File: config.mk
export PLATFORM = sky130hd
export DESIGN_NAME = vga_scanout_flat
export DESIGN_NICKNAME = d
export VERILOG_FILES = /design/src/rtl/vga_scanout_if.sv /design/src/rtl/vga_scanout.sv /design/src/flat_wrapper.sv
export SDC_FILE = /design/constraint.sdc
export NUM_CORES = 1
export LEC_CHECK = 0
export CAP_MARGIN = 20
export CORE_ASPECT_RATIO = 0.8
export CORE_MARGIN = 2
export CORE_UTILIZATION = 58
export CTS_CLUSTER_SIZE = 8
export DETAILED_ROUTE_END_ITERATION = 12
export PLACE_DENSITY = 0.95
export SYNTH_ARGS = -nofsm -noshare
export SYNTH_HDL_FRONTEND = slang
export SYNTH_SLANG_ARGS = --single-unit
File: constraint.sdc
create_clock -name DCLK -period 7.77 [get_ports DCLK]
set_clock_uncertainty 0.2 [all_clocks]
set_input_delay 1.9425 -clock DCLK [delete_from_list [all_inputs] [get_ports DCLK]]
set_output_delay 1.9425 -clock DCLK [all_outputs]
set_load 0.02 [all_outputs]
File: src/rtl/vga_scanout_if.sv
// Bundle between vga_scanout and its surroundings: BRAM read port, VGA pins,
// frame marker and read-only taps of the raster counters.
interface vga_scanout_if;
    logic [15:0] rd_addr;
    logic [15:0] rd_data;
    logic [3:0]  vga_r;
    logic [3:0]  vga_g;
    logic [3:0]  vga_b;
    logic        vga_hs;
    logic        vga_vs;
    logic        frame_start;
    logic [9:0]  dbg_h_cnt;
    logic [9:0]  dbg_v_cnt;

    // Handshake-free streaming port: the scanout presents rd_addr every pixel
    // tick and samples rd_data one pixel tick later; there is no valid/ready.
    modport master (
        output rd_addr,
        input  rd_data,
        output vga_r,
        output vga_g,
        output vga_b,
        output vga_hs,
        output vga_vs,
        output frame_start,
        output dbg_h_cnt,
        output dbg_v_cnt
    );

    modport slave (
        input  rd_addr,
        output rd_data,
        input  vga_r,
        input  vga_g,
        input  vga_b,
        input  vga_hs,
        input  vga_vs,
        input  frame_start,
        input  dbg_h_cnt,
        input  dbg_v_cnt
    );
endinterface

File: src/rtl/vga_scanout.sv
// VGA raster generator that centres a framebuffer window in the active area,
// reading pixels from a 1-cycle-latency BRAM through a two-tick pipeline.
module vga_scanout #(
    parameter int CLK_DIV  = 4,
    parameter int H_ACTIVE = 640,
    parameter int H_FP     = 16,
    parameter int H_SYNC   = 96,
    parameter int H_BP     = 48,
    parameter int V_ACTIVE = 480,
    parameter int V_FP     = 10,
    parameter int V_SYNC   = 2,
    parameter int V_BP     = 33,
    parameter int WIN_X0   = 170,
    parameter int WIN_Y0   = 140,
    parameter int WIN_W    = 300,
    parameter int WIN_H    = 200
) (
    input  logic          DCLK,
    input  logic          RESET,
    vga_scanout_if.master bus
);
    localparam int H_TOTAL  = H_ACTIVE + H_FP + H_SYNC + H_BP;
    localparam int V_TOTAL  = V_ACTIVE + V_FP + V_SYNC + V_BP;
    localparam int HS_START = H_ACTIVE + H_FP;
    localparam int VS_START = V_ACTIVE + V_FP;
    localparam int DIV_W    = $clog2(CLK_DIV);

    logic [DIV_W-1:0] div_q, div_d;
    logic [9:0]       h_q, h_d, v_q, v_d;
    logic [15:0]      rd_addr_q, rd_addr_d;
    logic             win_s1_q, win_s1_d;
    logic             hs_s1_q, hs_s1_d, vs_s1_q, vs_s1_d;
    logic [11:0]      rgb_q, rgb_d;
    logic             hs_q, hs_d, vs_q, vs_d;
    logic             frame_start_q, frame_start_d;

    logic        tick, h_wrap, v_wrap;
    logic        active, in_win, hsync_raw, vsync_raw;
    logic [16:0] col_off, row_off, win_addr;
    logic        unused_bits;

    assign tick   = (div_q == DIV_W'(CLK_DIV - 1));
    assign h_wrap = (h_q == 10'(H_TOTAL - 1));
    assign v_wrap = (v_q == 10'(V_TOTAL - 1));

    assign active    = (h_q < 10'(H_ACTIVE)) && (v_q < 10'(V_ACTIVE));
    assign in_win    = active
                    && (h_q >= 10'(WIN_X0)) && (h_q < 10'(WIN_X0 + WIN_W))
                    && (v_q >= 10'(WIN_Y0)) && (v_q < 10'(WIN_Y0 + WIN_H));
    assign hsync_raw = (h_q >= 10'(HS_START)) && (h_q < 10'(HS_START + H_SYNC));
    assign vsync_raw = (v_q >= 10'(VS_START)) && (v_q < 10'(VS_START + V_SYNC));

    // Offsets wrap harmlessly outside the window; in_win masks the result.
    assign col_off  = {7'd0, h_q - 10'(WIN_X0)};
    assign row_off  = {7'd0, v_q - 10'(WIN_Y0)};
    assign win_addr = row_off * 17'(WIN_W) + col_off;

    assign unused_bits = ^{win_addr[16], bus.rd_data[15:12]};

    always_comb begin
        div_d         = tick ? '0 : div_q + 1'b1;
        h_d           = h_q;
        v_d           = v_q;
        rd_addr_d     = rd_addr_q;
        win_s1_d      = win_s1_q;
        hs_s1_d       = hs_s1_q;
        vs_s1_d       = vs_s1_q;
        rgb_d         = rgb_q;
        hs_d          = hs_q;
        vs_d          = vs_q;
        frame_start_d = tick && h_wrap && v_wrap;
        if (tick) begin
            if (h_wrap) begin
                h_d = '0;
                v_d = v_wrap ? '0 : v_q + 10'd1;
            end else begin
                h_d = h_q + 10'd1;
            end
            rd_addr_d = in_win ? win_addr[15:0] : '0;
            win_s1_d  = in_win;
            hs_s1_d   = ~hsync_raw;
            vs_s1_d   = ~vsync_raw;
            // BRAM data for the address issued last tick has been stable for CLK_DIV-1 cycles.
            rgb_d     = win_s1_q ? bus.rd_data[11:0] : 12'h000;
            hs_d      = hs_s1_q;
            vs_d      = vs_s1_q;
        end
    end

    always_ff @(posedge DCLK) begin
        if (RESET) begin
            div_q         <= '0;
            h_q           <= '0;
            v_q           <= '0;
            rd_addr_q     <= '0;
            win_s1_q      <= 1'b0;
            hs_s1_q       <= 1'b1;
            vs_s1_q       <= 1'b1;
            rgb_q         <= '0;
            hs_q          <= 1'b1;
            vs_q          <= 1'b1;
            frame_start_q <= 1'b0;
        end else begin
            div_q         <= div_d;
            h_q           <= h_d;
            v_q           <= v_d;
            rd_addr_q     <= rd_addr_d;
            win_s1_q      <= win_s1_d;
            hs_s1_q       <= hs_s1_d;
            vs_s1_q       <= vs_s1_d;
            rgb_q         <= rgb_d;
            hs_q          <= hs_d;
            vs_q          <= vs_d;
            frame_start_q <= frame_start_d;
        end
    end

    assign bus.rd_addr     = rd_addr_q;
    assign bus.vga_r       = rgb_q[11:8];
    assign bus.vga_g       = rgb_q[7:4];
    assign bus.vga_b       = rgb_q[3:0];
    assign bus.vga_hs      = hs_q;
    assign bus.vga_vs      = vs_q;
    assign bus.frame_start = frame_start_q;
    assign bus.dbg_h_cnt   = h_q;
    assign bus.dbg_v_cnt   = v_q;
endmodule

File: src/flat_wrapper.sv
// flat-port wrapper written by rule: the top's interface ports become plain ports
module vga_scanout_flat 
#(
    parameter int CLK_DIV  = 4,
    parameter int H_ACTIVE = 640,
    parameter int H_FP     = 16,
    parameter int H_SYNC   = 96,
    parameter int H_BP     = 48,
    parameter int V_ACTIVE = 480,
    parameter int V_FP     = 10,
    parameter int V_SYNC   = 2,
    parameter int V_BP     = 33,
    parameter int WIN_X0   = 170,
    parameter int WIN_Y0   = 140,
    parameter int WIN_W    = 300,
    parameter int WIN_H    = 200
)
  (DCLK, RESET, bus_rd_addr, bus_rd_data, bus_vga_r, bus_vga_g, bus_vga_b, bus_vga_hs, bus_vga_vs, bus_frame_start, bus_dbg_h_cnt, bus_dbg_v_cnt);
  vga_scanout_if bus_i ();
  input  logic DCLK;
  input  logic RESET;
  output wire logic [$bits(bus_i.rd_addr)-1:0] bus_rd_addr;
  input wire logic [$bits(bus_i.rd_data)-1:0] bus_rd_data;
  output wire logic [$bits(bus_i.vga_r)-1:0] bus_vga_r;
  output wire logic [$bits(bus_i.vga_g)-1:0] bus_vga_g;
  output wire logic [$bits(bus_i.vga_b)-1:0] bus_vga_b;
  output wire logic [$bits(bus_i.vga_hs)-1:0] bus_vga_hs;
  output wire logic [$bits(bus_i.vga_vs)-1:0] bus_vga_vs;
  output wire logic [$bits(bus_i.frame_start)-1:0] bus_frame_start;
  output wire logic [$bits(bus_i.dbg_h_cnt)-1:0] bus_dbg_h_cnt;
  output wire logic [$bits(bus_i.dbg_v_cnt)-1:0] bus_dbg_v_cnt;
  assign bus_rd_addr = bus_i.rd_addr;
  assign bus_i.rd_data = bus_rd_data;
  assign bus_vga_r = bus_i.vga_r;
  assign bus_vga_g = bus_i.vga_g;
  assign bus_vga_b = bus_i.vga_b;
  assign bus_vga_hs = bus_i.vga_hs;
  assign bus_vga_vs = bus_i.vga_vs;
  assign bus_frame_start = bus_i.frame_start;
  assign bus_dbg_h_cnt = bus_i.dbg_h_cnt;
  assign bus_dbg_v_cnt = bus_i.dbg_v_cnt;
  vga_scanout #(.CLK_DIV(CLK_DIV), .H_ACTIVE(H_ACTIVE), .H_FP(H_FP), .H_SYNC(H_SYNC), .H_BP(H_BP), .V_ACTIVE(V_ACTIVE), .V_FP(V_FP), .V_SYNC(V_SYNC), .V_BP(V_BP), .WIN_X0(WIN_X0), .WIN_Y0(WIN_Y0), .WIN_W(WIN_W), .WIN_H(WIN_H)) u_core (.DCLK(DCLK), .RESET(RESET), .bus(bus_i));
endmodule
==> impl_metrics.py, run 1 <==
metrics = {
    "synth": {
        "synth_top_area_share_pct": 27.6,
        "synth.area.top_cells": "dfxtp_1, ha_1, xnor2_1, fa_1, inv_1",
        "ys_warn_count": 0,
        "synth_ff_type": "dfxtp_1",
        "synth_nets": 546,
        "synth.most_common_cell": "dfxtp_1",
        "synth_edf_count": 0,
        "synth_top_cells_by_count": "dfxtp_1, ha_1, inv_1",
        "synthesis.instances": 461,
        "syn_avg_cell_area_um2": 8.81,
        "synth_top_cell_by_area": "dfxtp_1",
        "netlist_area_um2": 4060,
        "seq_area_frac_synth_pct": 27.6,
        "async_flop_share_pct": 0,
        "synth-seq-cells": 56,
        "synth.distinct_cells": 58,
    },
    "routing": {
        "via_count": 3533,
        "drc": 0,
        "wl_met2_um": 4620,
        "dr.pass1.iters": 4,
        "routed_wl_um": 9570,
        "route.met3.wl_um": 682,
        "drt-initial-drc-count": 174,
        "routed.top_layer": "met4",
        "ant_nets": 0,
        "wire_per_inst_um": 15.9,
        "vias_per_cell": 5.86,
        "wl_met1_um": 4150,
    },
    "sta": {
        "final-hold-violation-count": 0,
        "finalSetupTns_ns": 0,
        "min_period_over_period_pct": 72.1,
        "timing.max_slew.rel_slack_pct": 36.3,
        "whs_ns": 0.262,
        "drv_slew": 0,
        "tightest_slew_ns": 0.952,
        "fmax_ghz": 0.178,
        "fin_crit_ns": 5.60,
        "grt_setup_unrepaired": "no",
        "finalSetupViolations": 0,
    },
    "floorplan": {
        "start_util_pct": 59.5,
        "io_pins": 69,
        "rows": 27,
        "core_um2": 6820,
        "die_area_um2": 7690,
        "die_x_um": 97.6,
        "die_h_um": 78.9,
    },
    "place": {
        "io_buffers": 64,
        "dpl_cell_area_um2": 4740,
        "dp_hpwl_um": 7230,
        "gp_congestion": 0.863,
    },
    "clock_network": {
        "clkLatencyLatePin_ns": 0.32,
        "postCtsSetupBuffers": 0,
        "cts-resized-gates": 0,
        "cts_htree_levels": 2,
        "clk_pin_slew_ns": 0.11,
        "cts_tree": "done",
        "ctsRootBufferMaster": "clkbuf_8",
        "clock-sinks": 56,
        "clockBufferDepth": 2,
        "ctsHoldBuffers": 0,
        "cts_buffers": 5,
    },
    "finish": {
        "fin_util_pct": 71.4,
        "seq_area_um2": 1120,
        "antenna_cells": 0,
        "num-nets-final": 600,
        "fillerInstances": 507,
        "design_area_um2": 4870,
        "synthToLayoutAreaGrowth_pct": 20.0,
        "layout-drive-gt1-share_pct": 3.68,
        "multi_input_area_um2": 2710,
    },
    "global_route": {
        "grt_usage_pct": 25.2,
        "grt_pass1_vias": 3495,
        "overflow": 0,
        "grt_max_degree": 30,
        "grt_pass1_wl_um": 16100,
        "antenna_found_initial": 0,
    },
    "worst_setup_path": {
        "crit_arrival_ns": 5.61,
        "cp_cell_sequence": "ha_1, nor3_1, xnor2_1, inv_1, ha_1, ha_1, inv_1, fa_1, fa_1, inv_1, ha_1, xor2_1, ha_1, o21ai_0, a222oi_1, nand4_1, and4_1, a211o_1",
        "cp-startpoint": "u_core.bus.dbg_v_cnt[3]$_SDFFE_PP0P_",
        "crit_type": "register to register",
        "regToRegStartpoint": "u_core.bus.dbg_v_cnt[3]$_SDFFE_PP0P_",
        "max_stage_delay_ns": 0.61,
        "worstSetupStartpointType": "register",
        "crit_top_cell": "ha_1",
        "cp-end-kind": "register",
        "slowest_stage": "dfxtp_1",
        "cp.required_ns": 7.78,
        "cp.buffers_inverters": 3,
        "worstPathMaxFanout": 10,
        "critPathTopFamily": "adder cells",
    },
    "power_and_ir_drop": {
        "seqPwrFrac_pct": 56.5,
        "comb_power_share_pct": 4.9,
        "p_per_area_nw_per_um2": 106,
        "p_sw_share_pct": 22.5,
        "p_sw_uw": 116,
        "p_leak_uw": 0.00198,
        "p_int_uw": 399,
        "ir_worst_vdd_mv": 0.0939,
        "clock_power_share_pct": 38.6,
    },
    "hold_path": {
        "hold_path.class": "register to register",
        "holdCritStartpoint": "u_core.bus.rd_addr[4]$_SDFFE_PP0P_",
    },
    "status": {
        "status": "completed",
    },
    "run": {
        "cap_violations": 0,
    },
}
[worst min-delay path: cells and delay by family (launching register included)]
kind / cells / cell delay, ns
flops: 1 / 0.34
compound gates: 1 / 0.05
simple gates: 1 / 0.04
[layout by cell type (no fill, tap or decap), types with 4 or more instances in the layout]
cell,count
a211o_1,4
a211oi_1,5
a21o_1,5
a21oi_1,20
a22o_1,16
clkbuf_8,5
clkdlybuf4s50_1,64
dfxtp_1,56
fa_1,12
ha_1,55
inv_1,45
nand2_1,31
nand2b_1,7
nand3_1,7
nand4_1,5
nor2_1,35
nor2b_1,7
nor3_1,6
nor4_1,4
o21ai_0,24
or3_1,6
xnor2_1,29
xor2_1,17
[state kept, by name, indices dropped and copies added, names as in the netlist]
register	flops
u_core.bus.frame_start	1
u_core.rgb_q	12
u_core.hs_s1_q	1
u_core.bus.rd_addr	16
u_core.div_q	2
u_core.vs_s1_q	1
u_core.bus.vga_hs	1
u_core.bus.dbg_v_cnt	10
u_core.bus.vga_vs	1
u_core.bus.dbg_h_cnt	10
u_core.win_s1_q	1
[metrics by stage]
stage,cells,setup WS (ns),power [uW]
3_5_place_dp,594,2.22,322
3_3_place_gp,594,2.37,321
2_1_floorplan,461,2.60,310
4_1_cts,602,2.19,515
5_1_grt,603,1.82,533
6_report,603,2.17,515
[layer usage]
layer  vias up  GRT usage, %
li1       1699             -
met1      1693          32.6
met2       126          43.5
met3        15          5.02
met4         0          6.39
met5         -             0
[final cells by class]
class,count,area share [%]
tap,87,2.23
clock buffer,5,1.41
timing repair buffer,65,13.4
clock inverter,3,0.950
multi-input combinational,342,55.5
sequential,56,23.0
inverter,45,3.47
[kinds of logic after synthesis]
family,after synthesis,share of synthesized area [%]
fa+ha+maj,67,22.9
buf+inv,63,5.88
simple gates,123,14.8
flops,56,27.6
compound gates,103,18.0
mux,2,0.493
xor+xnor,47,10.3
[path summary, 6_finish.rpt]
kind	end	slack, ns	cells after the start
hold / removal	u_core.bus.rd_addr[4]$_SDFFE_PP0P_	0.26	2
hold reg to reg	u_core.bus.rd_addr[4]$_SDFFE_PP0P_	0.26	2
setup / recovery	u_core.bus.rd_addr[14]$_SDFFE_PP0P_	2.17	18
setup reg to reg	u_core.bus.rd_addr[14]$_SDFFE_PP0P_	2.17	18
[power groups by stage]
stage	clock, uW	combinational (uW)	sequential (uW)
2_1_floorplan	0	11.0	299
3_3_place_gp	0	23.2	298
3_5_place_dp	0	23.9	298
4_1_cts	200	24.2	291
5_1_grt	214	27.6	292
6_report	199	25.2	291
(Power assumes the default switching activity.)
==> run 2: changes to the inputs <==
- CORE_UTILIZATION: 58 -> 49
- PLACE_DENSITY: 0.95 -> 0.89
- clock period: 7.77 -> 5.1 ns (I/O delays scaled with it)
==> impl_metrics.py, run 2 (synthesis results as in run 1) <==
metrics = {
    "worst_setup_path": {
        "cp.required_ns": 5.11,
        "worstPathMaxFanout": 7,
        "cp-end-kind": "register",
        "crit_type": "register to register",
        "worstSetupStartpointType": "register",
        "crit_arrival_ns": 5.04,
    },
    "power_and_ir_drop": {
        "p_sw_uw": 167,
        "p_leak_uw": 0.00214,
        "clock_power_share_pct": 33.5,
        "p_sw_share_pct": 23.0,
        "seqPwrFrac_pct": 61.1,
        "comb_power_share_pct": 5.4,
        "p_int_uw": 557,
        "ir_worst_vdd_mv": 0.115,
        "p_per_area_nw_per_um2": 137,
    },
    "clock_network": {
        "ctsRootBufferMaster": "clkbuf_8",
        "cts_tree": "done",
        "cts_buffers": 5,
        "clk_pin_slew_ns": 0.10,
        "cts_htree_levels": 2,
        "clkLatencyLatePin_ns": 0.31,
        "clock-sinks": 56,
        "clockBufferDepth": 2,
    },
    "floorplan": {
        "start_util_pct": 50.9,
        "rows": 29,
        "die_x_um": 106,
        "die_h_um": 85.4,
        "die_area_um2": 9040,
        "core_um2": 7980,
        "io_pins": 69,
    },
    "finish": {
        "fin_util_pct": 66.1,
        "antenna_cells": 0,
        "largest_reg_flops": 16,
        "layout_commonest_cell": "clkdlybuf4s50_1",
        "layout.cells.non_filler": 652,
        "layout-drive-gt1-share_pct": 12.7,
        "final_cell_mix": "clkdlybuf4s50_1, dfxtp_1, ha_1",
        "synthToLayoutAreaGrowth_pct": 29.8,
        "num-nets-final": 628,
    },
    "hold_path": {
        "hold_path.class": "register to register",
    },
    "routing": {
        "ant_nets": 0,
        "routed_wl_um": 10300,
        "drt-initial-drc-count": 154,
        "dr.pass1.iters": 4,
        "vias_per_cell": 5.63,
        "drc": 0,
        "wire_per_inst_um": 15.8,
        "via_count": 3673,
    },
    "global_route": {
        "antenna_found_initial": 0,
        "grt_pass1_vias": 3566,
        "grt_usage_pct": 21.8,
        "grt_pass1_wl_um": 16200,
        "grt_max_degree": 30,
        "overflow": 0,
    },
    "sta": {
        "fmax_ghz": 0.199,
        "final-hold-violation-count": 0,
        "finalSetupViolations": 0,
        "tightest_slew_ns": 0.976,
        "timing.max_slew.rel_slack_pct": 34.7,
        "min_period_over_period_pct": 98.5,
        "fin_crit_ns": 5.02,
        "drv_slew": 0,
    },
    "place": {
        "dp_hpwl_um": 7560,
        "placed_cells": 636,
        "gp_congestion": 0.866,
        "io_buffers": 64,
    },
    "status": {
        "status": "completed",
    },
    "run": {
        "cap_violations": 0,
    },
}
run 2: stage by stage:
stage | worst slack (ns) | hold WS, ns | total power (uW) | area (um^2) | setup TNS, ns
after global placement | 0.0209 | 0.207 | 488 | 4950 | 0
after global routing | -0.125 | 0.263 | 753 | 5280 | -0.181
final | 0.0776 | 0.244 | 724 | 5280 | 0
after floorplan | 0.0259 | 0.198 | 472 | 4080 | 0
after CTS | 0.00161 | 0.244 | 725 | 5060 | 0
after detailed placement | -0.151 | 0.229 | 490 | 4950 | -0.249
run 2: per-layer routing:
layer	global-route usage [%]	share of wire (%)	routed length, um
met5	0	0	0
met2	38.9	51	5240
met4	8.13	1.9	193
met3	3.53	4.0	415
met1	26.5	43	4460
run 2: area by class of cell:
type	count	area (um^2)
flip-flops and latches	56	1130
inverters	45	169
clock buffers	7	76.3
multi-input cells	342	2890
repair buffers	93	866
well taps	108	135
clock inverters	1	8.76
fillers	625	2710
run 2: critical path, stage by stage (launching register included):
cell	delay, ns
dfxtp_4	0.40
buf_4	0.17
inv_1	0.05
ha_1	0.29
buf_4	0.17
ha_1	0.28
ha_1	0.16
inv_1	0.06
fa_1	0.53
inv_1	0.04
ha_1	0.33
o21a_2	0.17
a21oi_1	0.24
o21bai_1	0.11
xor2_1	0.16
ha_1	0.31
o21ai_0	0.14
a222oi_1	0.46
nand4_1	0.19
and4_1	0.25
a211o_1	0.21
run 2: path summary, 6_finish.rpt:
check | cells past startpoint | slack [ns] | from | endpoint
max | 20 | 0.08 | u_core.bus.dbg_v_cnt[3]$_SDFFE_PP0P_ | u_core.bus.rd_addr[14]$_SDFFE_PP0P_
min | 1 | 0.24 | u_core.div_q[0]$_SDFF_PP0_ | u_core.div_q[0]$_SDFF_PP0_
max reg2reg | 20 | 0.08 | u_core.bus.dbg_v_cnt[3]$_SDFFE_PP0P_ | u_core.bus.rd_addr[14]$_SDFFE_PP0P_
min reg2reg | 1 | 0.24 | u_core.div_q[0]$_SDFF_PP0_ | u_core.div_q[0]$_SDFF_PP0_
run 2: power by group through the flow:
stage	Sequential (uW)	Combinational, uW	Clock, uW
final	442	39.0	243
after global routing	443	42.2	268
after CTS	443	36.9	245
after detailed placement	454	36.6	0
after global placement	453	35.2	0
after floorplan	455	16.7	0
run 2: repair_timing:
item | in CTS | in global routing
setup buffers | 1 | 6
resized for setup | 7 | 27
pin swaps | 1 | 9
setup endpoints to repair | 2 | 4
hold buffers | 0 | 0
==> run 3: changes to the inputs <==
- SLEW_MARGIN: not set -> 10
==> impl_metrics.py, run 3 (synthesis results as in run 1) <==
metrics = {
    "sta": {
        "final-hold-violation-count": 0,
        "drv_slew": 0,
        "finalSetupTns_ns": 0,
        "min_period_over_period_pct": 98.0,
        "tightest_slew_ns": 0.976,
        "fin_crit_ns": 5.00,
        "fin_ws_ns": 0.101,
        "fmax_ghz": 0.200,
        "finalSetupViolations": 0,
        "timing.max_slew.rel_slack_pct": 34.7,
    },
    "worst_setup_path": {
        "critPathTopFamily": "adder cells",
        "max_stage_delay_ns": 0.51,
        "cp.buffers_inverters": 4,
        "worstPathMaxFanout": 4,
        "crit_type": "register to register",
        "cp_cell_sequence": "ha_4, buf_4, xnor2_1, buf_4, ha_1, ha_1, inv_1, fa_1, fa_1, inv_1, ha_1, xor2_1, ha_1, o21ai_0, a222oi_1, nand4_1, and4_1, a211o_1",
        "worstSetupStartpointType": "register",
        "cp-end-kind": "register",
        "crit_top_cell": "ha_1",
        "slowest_stage": "fa_1",
        "crit_arrival_ns": 5.01,
        "cp.required_ns": 5.11,
    },
    "global_route": {
        "grt_max_degree": 30,
        "grt_pass1_wl_um": 16200,
        "antenna_found_initial": 0,
        "grt_pass1_vias": 3566,
        "overflow": 0,
        "grt_usage_pct": 21.8,
    },
    "finish": {
        "antenna_cells": 0,
        "num-nets-final": 628,
        "layout_commonest_cell": "clkdlybuf4s50_1",
        "final_cell_mix": "clkdlybuf4s50_1, dfxtp_1, ha_1",
        "largest_reg_flops": 16,
        "fin_util_pct": 66.1,
        "fillerInstances": 625,
        "layout-drive-gt1-share_pct": 12.7,
        "seq_area_um2": 1130,
        "multi_input_area_um2": 2890,
        "synthToLayoutAreaGrowth_pct": 29.8,
    },
    "clock_network": {
        "cts_buffers": 5,
        "cts_htree_levels": 2,
        "ctsRootBufferMaster": "clkbuf_8",
        "clkLatencyLatePin_ns": 0.31,
        "clock-sinks": 56,
        "cts_tree": "done",
        "clk_pin_slew_ns": 0.10,
        "clockBufferDepth": 2,
    },
    "power_and_ir_drop": {
        "p_total_uw": 725,
        "ir_worst_vdd_mv": 0.116,
        "p_per_area_nw_per_um2": 137,
        "p_leak_uw": 0.00214,
    },
    "routing": {
        "drc": 0,
        "routed_wl_um": 10300,
        "vias_per_cell": 5.60,
        "ant_nets": 0,
        "dr.pass1.iters": 4,
        "via_count": 3652,
        "wire_per_inst_um": 15.7,
        "drt-initial-drc-count": 159,
    },
    "floorplan": {
        "core_um2": 7980,
        "rows": 29,
        "die_h_um": 85.4,
        "start_util_pct": 50.9,
        "die_x_um": 106,
        "die_area_um2": 9040,
        "io_pins": 69,
    },
    "place": {
        "dp_hpwl_um": 7560,
        "gp_congestion": 0.866,
        "io_buffers": 64,
        "dpl_worst_slack_ns": -0.151,
    },
    "status": {
        "status": "completed",
    },
    "hold_path": {
        "hold_path.class": "register to register",
    },
    "run": {
        "cap_violations": 0,
    },
}
run 3: cell counts in the layout (fill, tap and decap cells not counted):
No cell type changed its count.
run 3: routing by layer:
layer  part of all wire, %  vias up  track usage (%)
li1                      -     1765                -
met1                    43     1762             26.5
met2                    51      101             38.9
met3                   4.1       24             3.53
met4                   1.9        0             8.13
met5                     0        -                0
run 3: area by class of cell:
cell class                 instances  share of cell area, %
multi-input combinational        342                   54.7
clock buffer                       7                   1.45
tap                              108                   2.56
timing repair buffer              93                   16.4
inverter                          45                   3.20
sequential                        56                   21.5
clock inverter                     1                  0.166
run 3: worst paths after layout:
path | slack (ns) | from | cells after the start | endpoint
hold reg to reg | 0.24 | u_core.div_q[0]$_SDFF_PP0_ | 1 | u_core.div_q[0]$_SDFF_PP0_
hold / removal | 0.24 | u_core.div_q[0]$_SDFF_PP0_ | 1 | u_core.div_q[0]$_SDFF_PP0_
setup / recovery | 0.10 | u_core.bus.dbg_v_cnt[3]$_SDFFE_PP0P_ | 18 | u_core.bus.rd_addr[14]$_SDFFE_PP0P_
setup reg to reg | 0.10 | u_core.bus.dbg_v_cnt[3]$_SDFFE_PP0P_ | 18 | u_core.bus.rd_addr[14]$_SDFFE_PP0P_
run 3: worst reg2reg max path: cells and delay by family, from the launching register on:
family	cells	cell delay [ns]
adders and majority gates	7	2.39
AOI/OAI and AO/OA	3	0.80
and+or+nand+nor	2	0.43
buffers and inverters	4	0.39
DFF	1	0.38
xor gates and xnor gates	2	0.30
run 3: power breakdown:
part	leakage (uW)	internal, uW	switching [uW]
Sequential	0.000455	440	2.64
Combinational	0.00164	19.2	19.7
Clock	0.0000424	98.7	145
Total	0.00214	557	167
run 3: stage by stage:
step	area, um^2	hold slack, ns	instances
floorplan	4080	0.198	461
global placement	4950	0.207	636
detailed placement	4950	0.229	636
CTS	5060	0.244	645
global route	5280	0.263	652
finish	5280	0.245	652
run 3: what timing repair did:
item / in CTS / in global routing
resized for setup: 7 / 27
endpoints found under the hold margin: 0 / 0
pin swaps: 1 / 9
cloned: 0 / 0
hold buffers: 0 / 0
endpoints found under the setup margin: 2 / 4
buffers inserted: 1 / 6
